[src/rtl/nios_base_sysid_arbiter.sv]
// nios_base_sysid_arbiter
// Shares the system-ID slave (word 0 = ID, word 1 = build timestamp) between
// two Avalon-MM read masters. After reset, and when recheck is pulsed in IDLE,
// it reads both words itself and compares them against build-time constants.
// It then arbitrates reads round-robin, one outstanding transaction at a time.

module nios_base_sysid_arbiter #(
   parameter int unsigned READ_LATENCY = 0,            // legal range 0..3
   parameter logic [31:0] EXPECTED_ID  = 32'h38D8FF5B,
   parameter logic [31:0] EXPECTED_TS  = 32'h4E57F59F
) (
   input  logic        clock,
   input  logic        reset,
   input  logic        recheck,
   // requester 0
   input  logic        r0_read,
   input  logic        r0_address,
   output logic        r0_waitrequest,
   output logic        r0_readdatavalid,
   output logic [31:0] r0_readdata,
   // requester 1
   input  logic        r1_read,
   input  logic        r1_address,
   output logic        r1_waitrequest,
   output logic        r1_readdatavalid,
   output logic [31:0] r1_readdata,
   // system-ID slave
   output logic        sys_address,
   input  logic [31:0] sys_readdata,
   // self-check status
   output logic        check_done,
   output logic        id_ok,
   output logic        ts_ok,
   output logic [31:0] id_value,
   output logic [31:0] ts_value
);

   typedef enum logic [1:0] {
      CHK_ID = 2'd0,
      CHK_TS = 2'd1,
      IDLE   = 2'd2,
      BUSY   = 2'd3
   } state_e;

   localparam logic [1:0] LAT = READ_LATENCY[1:0];

   state_e      state_q, state_d;
   logic [1:0]  cnt_q, cnt_d;
   logic        sys_address_q, sys_address_d;
   logic        rr_q, rr_d;          // 1 = r1 is favoured when both request
   logic        owner_q, owner_d;    // requester that owns the BUSY transaction
   logic [31:0] r0_readdata_q, r0_readdata_d;
   logic [31:0] r1_readdata_q, r1_readdata_d;
   logic        r0_rdv_q, r0_rdv_d;
   logic        r1_rdv_q, r1_rdv_d;
   logic        check_done_q, check_done_d;
   logic        id_ok_q, id_ok_d;
   logic        ts_ok_q, ts_ok_d;
   logic [31:0] id_value_q, id_value_d;
   logic [31:0] ts_value_q, ts_value_d;

   logic        gnt0, gnt1;
   logic        elig0, elig1;
   logic        sample;

   assign sample = (cnt_q == LAT);

   // Arbitration: grants exist only in IDLE when no recheck is pending. A
   // requester whose readdatavalid is showing this cycle is not eligible, so
   // its valid pulse never coincides with its own next accept.
   always_comb begin
      // NOTE: every combinational output gets a default first so no path can leave it unassigned and infer a latch.
      gnt0  = 1'b0;
      gnt1  = 1'b0;
      elig0 = r0_read && !r0_rdv_q;
      elig1 = r1_read && !r1_rdv_q;
      if (!reset && (state_q == IDLE) && !recheck) begin
         if (elig0 && !elig1) begin
            gnt0 = 1'b1;
         end else if (elig1 && !elig0) begin
            gnt1 = 1'b1;
         end else if (elig0 && elig1) begin
            gnt0 = !rr_q;
            gnt1 = rr_q;
         end
      end
   end

   assign r0_waitrequest = !gnt0;
   assign r1_waitrequest = !gnt1;

   // Next-state and datapath: self-check sequencing, accept and sampling.
   always_comb begin
      state_d       = state_q;
      cnt_d         = cnt_q;
      sys_address_d = sys_address_q;
      rr_d          = rr_q;
      owner_d       = owner_q;
      r0_readdata_d = r0_readdata_q;
      r1_readdata_d = r1_readdata_q;
      r0_rdv_d      = 1'b0;
      r1_rdv_d      = 1'b0;
      check_done_d  = check_done_q;
      id_ok_d       = id_ok_q;
      ts_ok_d       = ts_ok_q;
      id_value_d    = id_value_q;
      ts_value_d    = ts_value_q;

      case (state_q)
         CHK_ID: begin
            if (sample) begin
               id_value_d    = sys_readdata;
               sys_address_d = 1'b1;
               cnt_d         = 2'd0;
               state_d       = CHK_TS;
            end else begin
               cnt_d = cnt_q + 2'd1;
            end
         end

         CHK_TS: begin
            if (sample) begin
               ts_value_d   = sys_readdata;
               id_ok_d      = (id_value_q == EXPECTED_ID);
               ts_ok_d      = (sys_readdata == EXPECTED_TS);
               check_done_d = 1'b1;
               cnt_d        = 2'd0;
               state_d      = IDLE;
            end else begin
               cnt_d = cnt_q + 2'd1;
            end
         end

         IDLE: begin
            if (recheck) begin
               check_done_d  = 1'b0;
               id_ok_d       = 1'b0;
               ts_ok_d       = 1'b0;
               sys_address_d = 1'b0;
               cnt_d         = 2'd0;
               state_d       = CHK_ID;
            end else if (gnt0 || gnt1) begin
               sys_address_d = gnt1 ? r1_address : r0_address;
               owner_d       = gnt1;
               rr_d          = gnt0;   // favour the requester not just served
               cnt_d         = 2'd0;
               state_d       = BUSY;
            end
         end

         BUSY: begin
            if (sample) begin
               if (owner_q) begin
                  r1_readdata_d = sys_readdata;
                  r1_rdv_d      = 1'b1;
               end else begin
                  r0_readdata_d = sys_readdata;
                  r0_rdv_d      = 1'b1;
               end
               cnt_d   = 2'd0;
               state_d = IDLE;
            end else begin
               cnt_d = cnt_q + 2'd1;
            end
         end

         default: state_d = CHK_ID;
      endcase
   end

   // State register with synchronous reset; reset aborts any transaction.
   always_ff @(posedge clock) begin
      // NOTE: sequential state uses non-blocking assignments so every register samples the pre-edge values.
      if (reset) begin
         state_q       <= CHK_ID;
         cnt_q         <= 2'd0;
         sys_address_q <= 1'b0;
         rr_q          <= 1'b0;
         owner_q       <= 1'b0;
         r0_readdata_q <= '0;
         r1_readdata_q <= '0;
         r0_rdv_q      <= 1'b0;
         r1_rdv_q      <= 1'b0;
         check_done_q  <= 1'b0;
         id_ok_q       <= 1'b0;
         ts_ok_q       <= 1'b0;
         id_value_q    <= '0;
         ts_value_q    <= '0;
      end else begin
         state_q       <= state_d;
         cnt_q         <= cnt_d;
         sys_address_q <= sys_address_d;
         rr_q          <= rr_d;
         owner_q       <= owner_d;
         r0_readdata_q <= r0_readdata_d;
         r1_readdata_q <= r1_readdata_d;
         r0_rdv_q      <= r0_rdv_d;
         r1_rdv_q      <= r1_rdv_d;
         check_done_q  <= check_done_d;
         id_ok_q       <= id_ok_d;
         ts_ok_q       <= ts_ok_d;
         id_value_q    <= id_value_d;
         ts_value_q    <= ts_value_d;
      end
   end

   assign sys_address      = sys_address_q;
   assign r0_readdata      = r0_readdata_q;
   assign r1_readdata      = r1_readdata_q;
   assign r0_readdatavalid = r0_rdv_q;
   assign r1_readdatavalid = r1_rdv_q;
   assign check_done       = check_done_q;
   assign id_ok            = id_ok_q;
   assign ts_ok            = ts_ok_q;
   assign id_value         = id_value_q;
   assign ts_value         = ts_value_q;

endmodule

[config.mk]
export PLATFORM = sky130hd
export DESIGN_NAME = nios_base_sysid_arbiter
export DESIGN_NICKNAME = d
export VERILOG_FILES = /design/src/rtl/nios_base_sysid_arbiter.sv
export SDC_FILE = /design/constraint.sdc
export NUM_CORES = 1
export LEC_CHECK = 0
export ABC_CLOCK_PERIOD_IN_PS = 2440
export BUFFER_PORTS_ARGS = -buffer_cell sky130_fd_sc_hd__clkbuf_2
export CAP_MARGIN = 20
export CORE_ASPECT_RATIO = 1.1
export CORE_MARGIN = 2
export CORE_UTILIZATION = 56
export CTS_BUF_LIST = sky130_fd_sc_hd__clkbuf_4 sky130_fd_sc_hd__clkbuf_8
export CTS_CLUSTER_DIAMETER = 200
export DETAILED_ROUTE_END_ITERATION = 8
export PLACE_DENSITY_LB_ADDON = 0.2
export SLEW_MARGIN = 20
export SYNTH_ARGS = -nofsm -noshare
export SYNTH_HDL_FRONTEND = slang
export SYNTH_SLANG_ARGS = --single-unit
[constraint.sdc]
create_clock -name clock -period 2.44 [get_ports clock]
set_input_delay 0.244 -clock clock [delete_from_list [all_inputs] [get_ports clock]]
set_output_delay 0.244 -clock clock [all_outputs]
set_load 0.02 [all_outputs]
==> reports/metrics.sh <==
RUN_STATUS='finished clean'
SETUP_VIOL=0
TRITONCTS_CLOCK_TREE='done'
FIN_SETUP_TNS_NS=0
LEFTOVER_OVERFLOW_AT_THE_END_OF_GLOBAL_ROUTING=0
LARGEST_NET_DEGREE_AT_THE_START_OF_GLOBAL_ROUTING=112
WORST_SKEW_PAIR.LATE_LATENCY_NS=0.44
NETLIST.TOP_CELL.BY_AREA='sky130_fd_sc_hd__dfxtp_1'
DIE_HEIGHT_UM=104.6
SYNTH_TOP_FAMILY_BY_AREA='simple AND/OR/NAND/NOR gates'
CRIT_PATH_TOP_DELAY_CELL='sky130_fd_sc_hd__dfxtp_1'
YOSYSWARNINGS=0
VIA_COUNT_OF_THE_FIRST_GLOBAL_ROUTING_PASS=4710
PART_OF_THE_CYCLE_THE_WORST_PATH_NEEDS=0.8984
FF2FF_SETUP_SLACK_NS=0.55
SYNTH.AREA.MUX_SHARE=0.002187
POST_CTS_RESIZED=0
HP-CLASS='in2reg'
CLK_PATH_BUF_DEPTH=2
NUM_IO_PINS=175
SYNTH_TOP_CELLS_BY_AREA='sky130_fd_sc_hd__dfxtp_1, sky130_fd_sc_hd__nand2_1, sky130_fd_sc_hd__a21oi_1, sky130_fd_sc_hd__clkbuf_1, sky130_fd_sc_hd__buf_2'
GROUTE.USAGE.OVERALL=0.2966
DIE_WIDTH_UM=95.44
IO_BUFFER_COUNT=174
ROW_COUNT=36
CP-STARTPOINT='state_q[1]$_SDFFE_PP0P_'
GPL_CONGESTION=0.8323
POST_PLACE_CELL_AREA_MM2=0.006103
ADDER_CELL_AREA_SHARE_OF_THE_YOSYS_NETLIST=0.004859
CTSROOTBUFFERMASTER='sky130_fd_sc_hd__clkbuf_8'
CRIT-REG2REG-LAUNCH='cnt_q[0]$_SDFFE_PP0P_'
MINIMUM_PERIOD_IMPLIED_BY_THE_FINAL_WORST_SETUP_SLACK_NS=2.192
POSTCTSSETUPREPAIRBUFS=0
COUNT_OF_HOLD_BUFFERS_INSERTED_BY_POST_CTS_REPAIR=0
FINAL_COMMON_CELL='sky130_fd_sc_hd__nand2_1'
CTS_BUFFERS=17
IR_DROP_mV=0.4069
FLOORPLAN.INITIALDENSITY=0.5774
ANT_NETS=0
COUNT_OF_FLIP_FLOPS_WITH_A_BUILT_IN_ENABLE_AFTER_SYNTHESIS=0
DRV_CAP=0
MOSTFREQUENTLAYOUTCELLS='sky130_fd_sc_hd__nand2_1, sky130_fd_sc_hd__clkbuf_2, sky130_fd_sc_hd__dfxtp_1'
HPWL_UM=10550
WORSTSETUPENDPOINTTYPE='output pin'
FMAX_GHz=0.4562
SYNTH_XOR_AREA_FRAC=0
DR_PASS1_ITERATIONS=5
DETAILEDROUTE.FIRSTITERATIONVIOLATIONS=316
SYNTH_CELL_TYPE_COUNT=38
DETAIL_ROUTE.VIAS_PER_CELL=5.494
ROUTED_WIRE_LENGTH_PER_INSTANCE_UM=15.70
SYNTH_COMPOUND_AREA_FRAC=0.1470
R2R_CELLS=7
SYN-CELL-AREA_MM2=0.005150
FILL_CELLS=753
WORSTSETUPENDPOINT='r0_waitrequest'
AREA.SEQUENTIAL_MM2=0.002803
ANTENNA_FOUND_INITIAL=0
POWER.TOTAL_mW=4.812
CRIT_TYPE='reg2out'
FINALHOLDVIOLATIONS=0
CTS_MAX_LEVEL=4
NUMCLOCKSINKS=140
FIN_SKEW_NS=0.008081
ANTENNADIODECOUNT=0
ROUTED_WIRE_LENGTH_UM=14790
WORSTMARGINPINSLEW_NS=0.5783
MULTI_INPUT_COMB_AREA_MM2=0.002145
SYN_AREA_PER_CELL_UM2=7.887
WORST-ENDPOINT-REQUIRED_NS=2.20
YOSYSSEQAREASHARE=0.5442
SYNTH.FF_LATCH_COUNT=140
CP_DATA_ARRIVAL_TIME_NS=1.95
SYNTHARSTFLOPSHARE=0
SYNTH_SIMPLE_GATE_AREA_SHARE=0.2602
GRT_FIRST_PASS_WIRELENGTH_UM=23110
VIAS=5175
LEAKAGEPOWER_nW=2.706
FINAL_DESIGN_AREA_NO_FILL_MM2=0.006450
COREAREA_MM2=0.008919
SYN-NUM-NETS=694
MAX_STAGE_DELAY_NS=0.56
CLK_PIN_SLEW_NS=0.07
CRIT-REG2REG-CAPTURE='r0_readdata[23]$_SDFFE_PP0P_'
SYNTH_FF_TYPE='sky130_fd_sc_hd__dfxtp_1'
AREA_GROWTH_PCT=25.24
SLEW_VIOLATIONS=0
DESIGN.FINAL.NETS=856
RSZ0062_AT_GRT='no'
SETUP.WORST_PATH.START_CLASS='flop'
SLEW_HEADROOM=0.6090
DRC_ERRORS=0
DRIVE_ABOVE_1_SHARE=0.2766
NETLIST.AREA_LEADER.SHARE=0.5442
BIGGEST_FANOUT_ALONG_THE_WORST_TIMING_PATH=9
FLOORPLAN.DIE_AREA_MM2=0.009980
SYN_INST=653
POWER_DENSITY_mW_PER_MM2=746.0
CRIT_PATH_CELL_TRACE='nand2b_4 > or3_1 > a211o_1 > clkbuf_2'
[cell usage after synthesis (all sizes together), types with 2 or more instances]
cell type,count
nand2,264
dfxtp,140
a21oi,135
clkbuf,29
buf,17
nor2,10
nand2b,6
nand4,6
nor4,6
inv,4
nand4b,4
nor2b,4
nand3,3
or4,3
ha,2
nor3b,2
o21ai,2
[logic make-up after synthesis]
family / count (synthesis)
muxes: 1
AOI/OAI and AO/OA: 144
and+or+nand+nor: 316
DFF: 140
buffers and inverters: 50
adders and majority gates: 2
[worst min-delay path by stage]
stage | cells past startpoint | startpoint | end
after floorplan | 2 | sys_readdata[0] | r0_readdata[0]$_SDFFE_PP0P_
after global placement | 2 | r1_readdata[0]$_SDFFE_PP0P_ | r1_readdata[0]$_SDFFE_PP0P_
after detailed placement | 2 | ts_value[0]$_SDFFE_PP0P_ | ts_value[0]$_SDFFE_PP0P_
after CTS | 3 | sys_readdata[20] | ts_value[20]$_SDFFE_PP0P_
after global routing | 3 | sys_readdata[24] | id_value[24]$_SDFFE_PP0P_
final | 3 | sys_readdata[20] | ts_value[20]$_SDFFE_PP0P_
[critical path: cells and delay by family (launching register included)]
family	cells	cell delay, ns
flip-flops	1	0.56
AND/OR/NAND/NOR	2	0.52
AO/OA/AOI/OAI	1	0.28
buffers and inverters	1	0.15
[cell type report]
type	instances	share of cell area
sequential	140	0.4345
tap	114	0.02211
multi-input combinational	463	0.3325
inverter	4	0.002328
clock buffer	21	0.04287
clock inverter	11	0.01086
timing repair buffer	189	0.1548
[metrics by stage]
stage / instances / hold WS, ns / setup WS (ns) / utilization
global route: 942 / 0.08439 / 0.1621 / 0.7232
finish: 942 / 0.08399 / 0.2479 / 0.7232
CTS: 942 / 0.06247 / 0.2449 / 0.7232
floorplan: 653 / 0.3800 / 0.9027 / -
detailed placement: 910 / 0.4472 / 0.5860 / 0.6843
global placement: 910 / 0.4419 / 0.6723 / 0.6843
[routing by layer]
| metal | vias to the layer above | part of all wire | global-route usage |
|---|---|---|---|
| met4 | 0 | 0.018 | 0.09694 |
| met1 | 2439 | 0.39 | 0.3747 |
| met5 | - | 0 | 0 |
| li1 | 2473 | - | - |
| met3 | 24 | 0.096 | 0.08291 |
| met2 | 239 | 0.50 | 0.4864 |
[power breakdown]
part | internal, mW | switching (mW)
logic | 0.215 | 0.479
registers | 2.40 | 0.0850
clock network | 0.770 | 0.862
total | 3.39 | 1.43
[flip-flops by register name, summed over array words and instances, names as in the netlist]
register,flops
r1_readdata,32
state_q,2
r0_readdata,32
ts_ok,1
ts_value,32
rr_q,1
r1_readdatavalid,1
owner_q,1
id_value,32
sys_address,1
check_done,1
cnt_q,2
r0_readdatavalid,1
id_ok,1
Note: power is estimated with default switching activity, not from simulation.
